**src/rtl/xc_rf_pkg.sv**
```systemverilog
// Shared constants and helpers for the GPR-file writeback scheduler slice.
package xc_rf_pkg;

  localparam int unsigned XC_RF_NREQ = 3;
  localparam int unsigned XC_RF_AW   = 5;
  localparam int unsigned XC_RF_DW   = 32;
  localparam int unsigned XC_RF_NREG = 32;

  localparam int unsigned XC_WB_ALU = 0;
  localparam int unsigned XC_WB_LSU = 1;
  localparam int unsigned XC_WB_XCU = 2;

  // Modulo-3 add used for the round-robin rotation; inputs are always 0..2.
  function automatic logic [1:0] xc_rr_add(input logic [1:0] base, input logic [1:0] k);
    logic [2:0] s;
    s = {1'b0, base} + {1'b0, k};
    return (s >= 3'd3) ? 2'(s - 3'd3) : s[1:0];
  endfunction

  // A source/destination is hazarded if busy and not being retired this very cycle.
  function automatic logic xc_hz(input logic [XC_RF_NREG-1:0] busy,
                                 input logic                  wen,
                                 input logic [XC_RF_AW-1:0]   waddr,
                                 input logic [XC_RF_AW-1:0]   r);
    return (r != '0) && busy[r] && !(wen && (waddr == r));
  endfunction

endpackage

```
**src/rtl/xc_rf_scoreboard.sv**
```systemverilog
// Busy-bit scoreboard for in-flight long-latency destinations plus issue hazard detect.
module xc_rf_scoreboard
  import xc_rf_pkg::*;
(
  input  logic                  clock,
  input  logic                  resetn,
  input  logic                  iss_valid,
  input  logic                  iss_long,
  input  logic [XC_RF_AW-1:0]   iss_rs1,
  input  logic [XC_RF_AW-1:0]   iss_rs2,
  input  logic [XC_RF_AW-1:0]   iss_rd,
  input  logic                  rd_wen,
  input  logic [XC_RF_AW-1:0]   rd_addr,
  output logic                  iss_stall,
  output logic [XC_RF_NREG-1:0] sb_busy
);

  logic [XC_RF_NREG-1:0] r_busy;
  logic [XC_RF_NREG-1:0] w_busy_nxt;
  logic                  w_stall;

  always_comb begin
    w_stall = iss_valid && (xc_hz(r_busy, rd_wen, rd_addr, iss_rs1) ||
                            xc_hz(r_busy, rd_wen, rd_addr, iss_rs2) ||
                            xc_hz(r_busy, rd_wen, rd_addr, iss_rd));
  end

  // Clear applied before set so a same-cycle set of the retiring register wins.
  always_comb begin
    w_busy_nxt = r_busy;
    if (rd_wen) w_busy_nxt[rd_addr] = 1'b0;
    if (iss_valid && !w_stall && iss_long && (iss_rd != '0)) w_busy_nxt[iss_rd] = 1'b1;
    w_busy_nxt[0] = 1'b0;
  end

  always_ff @(posedge clock or negedge resetn) begin
    if (!resetn) r_busy <= '0;
    else         r_busy <= w_busy_nxt;
  end

  assign iss_stall = w_stall;
  assign sb_busy   = r_busy;

endmodule

```
**src/rtl/xc_rf_wb_sched.sv**
```systemverilog
// Writeback arbiter for the single rd port with registered write stage and hazard scoreboard.
module xc_rf_wb_sched
  import xc_rf_pkg::*;
#(
  parameter bit RR_EN = 1'b1
) (
  input  logic                           clock,
  input  logic                           resetn,
  input  logic [XC_RF_NREQ-1:0]          wb_valid,
  output logic [XC_RF_NREQ-1:0]          wb_ready,
  input  logic [XC_RF_NREQ*XC_RF_AW-1:0] wb_addr,
  input  logic [XC_RF_NREQ*XC_RF_DW-1:0] wb_wdata,
  input  logic                           iss_valid,
  input  logic                           iss_long,
  input  logic [XC_RF_AW-1:0]            iss_rs1,
  input  logic [XC_RF_AW-1:0]            iss_rs2,
  input  logic [XC_RF_AW-1:0]            iss_rd,
  output logic                           iss_stall,
  output logic                           rd_wen,
  output logic [XC_RF_AW-1:0]            rd_addr,
  output logic [XC_RF_DW-1:0]            rd_wdata,
  output logic [XC_RF_NREG-1:0]          sb_busy
);

  logic [1:0]          r_ptr;
  logic                r_wen;
  logic [XC_RF_AW-1:0] r_addr;
  logic [XC_RF_DW-1:0] r_wdata;

  logic                w_gnt;
  logic [1:0]          w_gnt_idx;
  logic [1:0]          w_cand;
  logic [XC_RF_AW-1:0] w_gnt_addr;
  logic [XC_RF_DW-1:0] w_gnt_data;

  // Walk candidates in priority order; fixed mode ignores the pointer.
  always_comb begin
    w_gnt     = 1'b0;
    w_gnt_idx = '0;
    w_cand    = '0;
    for (int unsigned k = 0; k < XC_RF_NREQ; k++) begin
      w_cand = RR_EN ? xc_rr_add(r_ptr, 2'(k)) : 2'(k);
      if (!w_gnt && wb_valid[w_cand]) begin
        w_gnt     = 1'b1;
        w_gnt_idx = w_cand;
      end
    end
  end

  always_comb begin
    wb_ready   = w_gnt ? (XC_RF_NREQ'(1) << w_gnt_idx) : '0;
    w_gnt_addr = wb_addr[w_gnt_idx*XC_RF_AW +: XC_RF_AW];
    w_gnt_data = wb_wdata[w_gnt_idx*XC_RF_DW +: XC_RF_DW];
  end

  always_ff @(posedge clock or negedge resetn) begin
    if (!resetn) begin
      r_ptr   <= '0;
      r_wen   <= 1'b0;
      r_addr  <= '0;
      r_wdata <= '0;
    end else begin
      r_wen <= w_gnt && (w_gnt_addr != '0);
      if (w_gnt) begin
        r_addr  <= w_gnt_addr;
        r_wdata <= w_gnt_data;
        if (RR_EN) r_ptr <= xc_rr_add(w_gnt_idx, 2'd1);
      end
    end
  end

  xc_rf_scoreboard u_sb (
    .clock     (clock),
    .resetn    (resetn),
    .iss_valid (iss_valid),
    .iss_long  (iss_long),
    .iss_rs1   (iss_rs1),
    .iss_rs2   (iss_rs2),
    .iss_rd    (iss_rd),
    .rd_wen    (r_wen),
    .rd_addr   (r_addr),
    .iss_stall (iss_stall),
    .sb_busy   (sb_busy)
  );

  assign rd_wen   = r_wen;
  assign rd_addr  = r_addr;
  assign rd_wdata = r_wdata;

endmodule

```
**config.mk**
```make
export PLATFORM = sky130hd
export DESIGN_NAME = xc_rf_wb_sched
export DESIGN_NICKNAME = d
export VERILOG_FILES = /design/src/rtl/xc_rf_pkg.sv /design/src/rtl/xc_rf_scoreboard.sv /design/src/rtl/xc_rf_wb_sched.sv
export SDC_FILE = /design/constraint.sdc
export NUM_CORES = 1
export LEC_CHECK = 0
export BUFFER_PORTS_ARGS = -buffer_cell sky130_fd_sc_hd__buf_2
export CAP_MARGIN = 20
export CORE_ASPECT_RATIO = 1.1
export CORE_MARGIN = 1.5
export CORE_UTILIZATION = 32
export DETAILED_ROUTE_END_ITERATION = 7
export HOLD_SLACK_MARGIN = 0.12
export PLACE_DENSITY = 0.58
export SYNTH_ARGS = -nofsm -noshare
export SYNTH_HDL_FRONTEND = slang
export SYNTH_SLANG_ARGS = --single-unit
```
**constraint.sdc**
```tcl
create_clock -name clock -period 4.2 [get_ports clock]
set_input_delay 1.26 -clock clock [delete_from_list [all_inputs] [get_ports clock]]
set_output_delay 1.26 -clock clock [all_outputs]
set_load 0.005 [all_outputs]
```
# Word level (Yosys, flattened, before mapping)
# Cells that the tools add are included.
# word_totals
register_bits	71
out_inout_bits	74
# op_classes
n_addsub	7
mul	1
magnitude_cmp	13
eq_ne	3
shift	3
muxes	29
bitwise	3
reduce_logical	30
# op_table
cell	count
$shiftx A96 B8 Y32	1
$mux W32	2
$and A32 B32 Y32	1
$not A32 Y32	1
$or A32 B32 Y32	1
$lt A5 B6 Y1 const B	4
$reduce_bool A5 Y1	4
$logic_and A1 B1 Y1	18
$bmux W1 S5	3
$eq A5 B5 Y1	3
$shiftx A15 B6 Y5	1
$mux W2	7
$mux W1	11
$demux W1 S5	2
$ge A5 B1 Y1 const B	2
$ge A3 B2 Y1 const B	3
$lt A2 B3 Y1 const B	3
$sub A2 B2 Y2 const B	4
$add A2 B1 Y3 const B	2
$bmux W1 S2	3
$logic_not A1 Y1	6
$mul A2 B3 Y5 const B	1
$add A2 B2 Y3 const B	1
$mux W3	1
3 further kinds	4

# Longest topological paths before layout
# Gate-level depths: netlist of run 1.
# depth
word_depth	15
mapped_depth	12
mapped_depth_nobuf	9

# By module
# From an unflattened synthesis of run 1, not the netlist that was laid out.
# hier_totals
cells_unflattened	576
hier_area_um2	5355.1
# modules_own_cells
module	n_inst	cells_per_inst	area_per_inst_um2	seq_area_each_um2
xc_rf_wb_sched	1	301	2687.6	1001.0
xc_rf_scoreboard	1	275	2667.6	775.7

# Least setup slack after synthesis of run 1
# OpenSTA, ideal clock, no wires.
# synth_path
path_kind	input to output
startpoint	input iss_rd[0]
endpoint	output iss_stall
t_arrival_ns	2.863
required_time_ns	2.940
path_slack_ns	0.077
stages	7
cell_sequence	buf_2 mux4_2 a222oi_1 a31o_1 o211ai_1 buf_2 and2_1
# synth_between
elab_chain_len	6
# synth_lines
element	line_no	text
start, declared	xc_rf_wb_sched.sv:17	input logic [XC_RF_AW-1:0] iss_rd,
$bmux W1 S5 / $eq A5 B5 Y1 (equally long branches)	xc_rf_pkg.sv:25	return (r != '0) && busy[r] && !(wen && (waddr == r));
$mux W1 (implied by the code) / $logic_and A1 B1 Y1 (equally long branches)	xc_rf_pkg.sv:25	
$logic_and A1 B1 Y1 / $logic_not A1 Y1 (equally long branches)	xc_rf_pkg.sv:25	
$logic_and A1 B1 Y1 (*)	xc_rf_pkg.sv:25	
$logic_or A1 B1 Y1 (*)	xc_rf_scoreboard.sv:24	xc_hz(r_busy, rd_wen, rd_addr, iss_rs2) ||
$logic_and A1 B1 Y1 (*)	xc_rf_scoreboard.sv:23	w_stall = iss_valid && (xc_hz(r_busy, rd_wen, rd_addr, iss_rs1) ||
end, declared	xc_rf_wb_sched.sv:18	output logic iss_stall,
# Every way passes the cells marked *; elsewhere a longest branch is shown, timed or not. The select of a mux whose other input is x is not followed.

# Worst setup path in the final report of run 1
# layout_path
startpoint	input iss_rs2[0]
endpoint	output iss_stall
# layout_between
elab_chain_len	7
# layout_lines
element	line_no	text
start, declared	xc_rf_wb_sched.sv:16	input logic [XC_RF_AW-1:0] iss_rs2,
$bmux W1 S5 / $eq A5 B5 Y1 (equally long branches)	xc_rf_pkg.sv:25	
$mux W1 (implied by the code) / $logic_and A1 B1 Y1 (equally long branches)	xc_rf_pkg.sv:25	
$logic_and A1 B1 Y1 / $logic_not A1 Y1 (equally long branches)	xc_rf_pkg.sv:25	
$logic_and A1 B1 Y1 (*)	xc_rf_pkg.sv:25	
$logic_or A1 B1 Y1 (*)	xc_rf_scoreboard.sv:23	
$logic_or A1 B1 Y1 (*)	xc_rf_scoreboard.sv:24	
$logic_and A1 B1 Y1 (*)	xc_rf_scoreboard.sv:23	
# Marks and branches as above.

==> results.md, run 1 <==
* CTS H-tree depth at 3
* Initial antenna violation count at 1
* # DRC at 0
* Final setup violation count at 0
* Core footprint at 14560 µm²
* Number of synthesized register bits at between 70 and 80
* Clock-pin slew on the worst setup and hold paths at approximately 50 ps
* Yosys top cell area share at 0.3702
* Hold_buf cts at 0
* Post-Syn Area per Cell at roughly 9.2 µm²
* Worst setup path endpoint: iss_stall
* Grt total ovfl at 0
* Initial Utilization at 0.3296
* Post-synthesis sequential area ratio at 0.3702
* Fin. Hold Viols at 0
* Crit end category: output port
* Worst flop-to-flop path startpoint: u_sb.sb_busy[19]
* M1 GR Usage at 0.2991
* Die Wd at 119.8 µm
* Placed Area at 6000 µm²
* Worst Path Required at a little under 3000 ps
* Vias at 5101
* Bufs on Longest Clock Path at 2
* Most used flip-flop cell after synthesis: dfrtp_1
* Boundary Pins at 207
* Outcome: finished clean
* Met3 usage at 0.04861
* Crit path max fanout at 5
* Cell Rows at 46
* Design area at 6354 µm²
* DR pass1 iterations at 5
* Power Density at 731.8 nW/µm²
* Die height at 131.4 µm
* Number of flops mapped to enable cells by yosys at 0
* Synthesis-to-layout area growth at 32.38%
* Non-Filler Instances at 907
* Tightest Hold Check Type: reg2reg
* Most frequent cells in the layout: buf_2 (201), dfrtp_1 (71), o21ai_0 (68), nand2_1 (40), nor2_1 (38)
* First-pass GRT wire length at 28580 µm
* CTS Buf Count at 9
* Mapped Area at 4800 µm²
* # port buffers at 205
* Final TNS setup at 0 ps
* RSZ-0062 raised after global routing: no
* Slew @ Worst Pin at around 940 ps
* CTS tree: yes
* RR Endpoint: u_sb.sb_busy[6]
* Reg2Reg Setup Slack at 1170 ps
* Worst vdd ir at about 0.35 mV
* Highest clock rate at 243.2 MHz
* Minimum clock period at roughly 4100 ps
* Ratio of cells with drive above 1 in the final layout at 0.3796
* Met2 Resource Use GR at 0.3911
* Final GP Congestion at between 0.9 and 1
* Post-synth net total at 658
* Placed cells at 889
* GRT Overall Usage at 0.2341
* NumNets Final at around 850
* Main area contributors after synthesis: dfrtp_1 (37%), mux4_2 (7.5%), o21ai_0 (7.1%)
* Setup crit start kind: primary input
* Die ar. at around 16000 µm²
* Commonest non-fill, non-tap cell in the layout: buf_2
* Final Max Slew Viols at 0
* Final period util at 0.9792
* Mapped Cells at between 500 and 600
* Crit path from: iss_rs2[0]
* Setup CP Type: in2out
* Clock sink count at 71
* Dpl hpwl at between 10000 and 15000 µm
* Clock Skews at 7.183 ps
* Root buf cell: clkbuf_16
* Routed Antenna Nets at 0
* Leak at approximately 3.0 nW
* Headroom to the max-slew limit at 0.3696
* Maximum number of pins on one net before global-route repair at 75
* DR vias/cell at 5.624
* Clock Latency Late Sink at 330 ps
* Yosys warns at 0
* Synth async-reset ratio at 1.000
* Starting DRC count in detailed routing at 271
* Reg2Reg Depth at 9
* Post-synth top area cell: dfrtp_1
* Detailed Route WL at about 18000 µm
* Critical Path AT at 2850 ps
* Netlist cell types at 52
* GRT busiest layer: met2
* DR WL/cell at roughly 20 µm
* Via count of the first global-routing pass at 5215
* MaxCap Viol Count at 0
* Pwr Total at between 4 and 5 mW
==> critical path, stage by stage <==
cell and delay (ps):
buf_6 90, mux4_2 480, nor2b_1 140, a211o_1 280
a32oi_1 190, o211ai_1 130, and2_1 150, buf_2 120
==> logic make-up (layout without fill, tap and decap cells) <==
group,Yosys count,after routing,synth area share
buffers and inverters,57,249,0.05240
other,1,2,0.0007813
xor gates and xnor gates,15,15,0.02737
muxes,52,52,0.1580
AOI/OAI and AO/OA,185,185,0.2427
DFF,71,71,0.3702
adders and majority gates,3,3,0.007821
and+or+nand+nor,138,138,0.1408
==> cell type report <==
type                       instances  area (µm²)
tap                              192       240.2
timing repair buffer             224        1190
sequential                        71        1777
fill                            1469        8208
multi-input combinational        394        2785
clock buffer                      13       260.3
clock inverter                     3       65.06
inverter                           9       33.78
antenna                            1       2.502
==> per-layer routing <==
metal  routed length, µm  vias to the layer above
met5                   0                        -
met4                 427                        0
met3                1543                       31
met2                8858                      267
met1                7382                     2494
li1                    -                     2309
==> through the flow <==
step	worst slack [ps]	hold WS, ps	util
6_report	87.43	468.6	0.4363
5_1_grt	5.563	488.9	0.4363
4_1_cts	13.04	475.6	0.4344
3_5_place_dp	20.66	460.4	0.4120
3_3_place_gp	40.70	458.1	0.4120
2_1_floorplan	77.15	473.9	-
==> where the power goes <==
part / switching (mW) / internal [mW] / leakage (nW)
logic: 1.24 / 1.07 / 1.99
registers: 0.476 / 1.03 / 0.869
clock network: 0.286 / 0.552 / 0.160
total: 2.00 / 2.65 / 3.02
==> cells in the mapped netlist (3+ instances only) <==
cell and number:
buf_2 5, a21oi_1 26, nor2b_1 4, nand3b_1 8, or3b_2 3, o21ai_0 68
a211oi_1 18, or3_1 6, buf_1 7, a21o_1 19, nor3_1 12, a22oi_1 20
o32ai_1 3, inv_1 9, xnor2_1 7, mux2i_1 30, or4_1 3, o21ai_1 9
mux4_2 16, xor2_1 8, mux2_2 4, nand2b_1 5, o21ai_2 7, nor2_1 38
clkbuf_1 30, ha_1 3, nand2_1 40, nand3_1 8, dfrtp_1 71, buf_6 3
==> flip-flops by register name (all words and copies together) (netlist names) <==
name          count
u_sb.sb_busy     31
r_ptr             2
rd_wen            1
rd_wdata         32
rd_addr           5
==> worst min-delay path by stage <==
stage                         to          from  cells after the start
floorplan            rd_wdata[0]   rd_wdata[0]                      1
global placement    rd_wdata[14]  rd_wdata[14]                      1
detailed placement  rd_wdata[17]  rd_wdata[17]                      1
CTS                 rd_wdata[19]  rd_wdata[19]                      1
global route        rd_wdata[19]  rd_wdata[19]                      1
finish              rd_wdata[19]  rd_wdata[19]                      1
==> what timing repair did <==
item | in CTS | in global routing
setup buffers | 0 | 1
endpoints found under the setup margin | 0 | 1
resized for setup | 0 | 8
(Power assumes the default switching activity.)
==> run 2, diff against run 1 <==
--- a/config.mk
+++ b/config.mk
@@ -8,7 +8,6 @@
 export BUFFER_PORTS_ARGS = -buffer_cell sky130_fd_sc_hd__buf_2
 export CAP_MARGIN = 20
 export CORE_ASPECT_RATIO = 1.1
-export CORE_MARGIN = 1.5
 export CORE_UTILIZATION = 32
 export DETAILED_ROUTE_END_ITERATION = 7
 export HOLD_SLACK_MARGIN = 0.12
==> run 2 against run 1 <==
Effect of this change:
- sequential cell count stayed put
- critical path type unchanged
- critical path depth stayed put
- sequential share of layout area is 0.12 points higher
- sequential power is 4% higher
- routed wire length is 1.5% higher
- die area is 1.6% lower
- first-iteration DRC count is 31% higher
- clock-buffer cell count is 3 lower
- design area is 0.41% lower
- largest power group unchanged
- final cell count is 0.11% higher
==> results.md, run 2 (synthesis results as in run 1) <==
* Outcome: finished clean
* CTS H-tree depth at 3
* Die Wd at 118.8 µm
* Final GP Congestion at ~0.95
* # port buffers at between 200 and 250
* Setup CP Type: in2out
* Dpl hpwl at 13830 µm
* Initial Utilization at 0.3296
* Initial antenna violation count at 0
* DR vias/cell at 5.656
* Via count of the first global-routing pass at 4997
* Worst vdd ir at roughly 0.32 mV
* Die height at around 130 µm
* Setup WS pre-CTS at -36.81 ps
* Final TNS setup at 0 ps
* Critical Path AT at 2900 ps
* Final setup violation count at 0
* Vias at between 5000 and 6000
* Slowest cell on crit path: mux4_2
* Cell Rows at 46
* Non-Filler Instances at between 900 and 1000
* Setup crit start kind: primary input
* Routed Antenna Nets at 0
* Power Density at 727.4 nW/µm²
* Worst Path Required at roughly 3000 ps
* # DRC at 0
* Final Max Slew Viols at 0
* Detailed Route WL at 18480 µm
* First-pass GRT wire length at 27890 µm
* CP most frequent cell: o2111ai_1
* Ratio of cells with drive above 1 in the final layout at 0.3846
* CTS Buf Count at 9
* Clock sink count at 71
* Leak at about 3 nW
* Placed cells at 890
* Root buf cell: clkbuf_16
* Slew @ Worst Pin at 982.5 ps
* Minimum clock period at 4160 ps
* Die ar. at 15490 µm²
* Grt total ovfl at 0
* Clock-pin slew on the worst setup and hold paths at ~60 ps
* Clock Latency Late Sink at 330 ps
* Final period util at 0.9904
* GRT Overall Usage at 0.2383
* Bufs on Longest Clock Path at 2
* Highest clock rate at roughly 240 MHz
* Crit path buf inv count at 2
* Synthesis-to-layout area growth at 31.83%
* Crit end category: output port
* DR pass1 iterations at 5
* Final WS setup at 40.27 ps
* Fin. Hold Viols at 0
* Headroom to the max-slew limit at 0.3400
* Commonest non-fill, non-tap cell in the layout: buf_2
* Crit path max fanout at 10
* Cell family with most CP delay: multiplexers
* CTS tree: yes
* Tightest Hold Check Type: reg2reg
* Clock Skews at 7.166 ps
* Max incr delay on CP at 520 ps
* NumNets Final at 846
* Maximum number of pins on one net before global-route repair at 55
* DR WL/cell at 20.35 µm
* Core footprint at 14560 µm²
* MaxCap Viol Count at 0
* Boundary Pins at 207
* Most frequent cells in the layout: buf_2 (203), dfrtp_1 (71), o21ai_0 (68), nand2_1 (40), nor2_1 (38)
* CP cell instances: buf_4, mux4_2, mux2i_1, o2111ai_1, o2111ai_1, o211ai_1, and2_1, buf_2
* Starting DRC count in detailed routing at 356
* Max FFs per register at 32
run 2: changes by cell type in the layout (fill, tap and decap cells not counted), sizes merged:
cell and change:
clkbuf -4, buf +2, bufinv -1, clkinvlp +1, clkinv +3
run 2: worst paths after layout:
| path | start | end | slack, ps | cells after the start |
|---|---|---|---|---|
| max in group asynchronous | resetn | u_sb.sb_busy[9] | 2510 | 2 |
| worst min register to register | rd_wdata[16] | rd_wdata[16] | 480 | 1 |
| worst min-delay path | rd_wdata[16] | rd_wdata[16] | 480 | 1 |
| min in group asynchronous | resetn | rd_wdata[11] | 870 | 1 |
| worst max-delay path | iss_rs1[0] | iss_stall | 40 | 8 |
| worst max register to register | u_sb.sb_busy[18] | u_sb.sb_busy[2] | 1180 | 9 |
run 2: per-stage QoR:
stage	hold WS (ps)	instance area, µm²	utilization	total power, mW
final	477.1	6327	0.4345	4.602
after global routing	492.8	6325	0.4344	4.930
after floorplan	473.9	4800	-	2.800
after detailed placement	462.2	6007	0.4125	3.839
after CTS	482.1	6302	0.4328	4.599
after global placement	456.4	6007	0.4125	3.767
run 2: report_power, final:
part	internal [mW]	switching, mW	total [mW]	leakage [nW]
registers	1.03	0.537	1.57	0.869
logic	1.07	1.22	2.29	2.00
clock network	0.457	0.287	0.744	0.142
run 2: area by class of cell:
type / instances / area, µm²
clock buffer: 10 / 229.0
inverter: 9 / 33.78
clock inverter: 6 / 61.31
fill: 1440 / 8234
multi-input combinational: 394 / 2795
antenna: 1 / 2.502
timing repair buffer: 225 / 1189
sequential: 71 / 1777
tap: 192 / 240.2
run 2: per-layer routing:
metal	up-vias	GRT usage	wire, µm
li1	2314	-	-
met1	2475	0.2914	7578
met2	306	0.3994	8630
met3	41	0.05990	1688
met4	0	0.1080	581
met5	-	0	0
run 2: what timing repair did:
action | CTS | global route
hold endpoints to repair | 0 | 0
gates resized for setup | 2 | 3
pin swaps | 0 | 3
setup buffers | 0 | 1
setup endpoints to repair | 1 | 1
hold buffers | 0 | 0
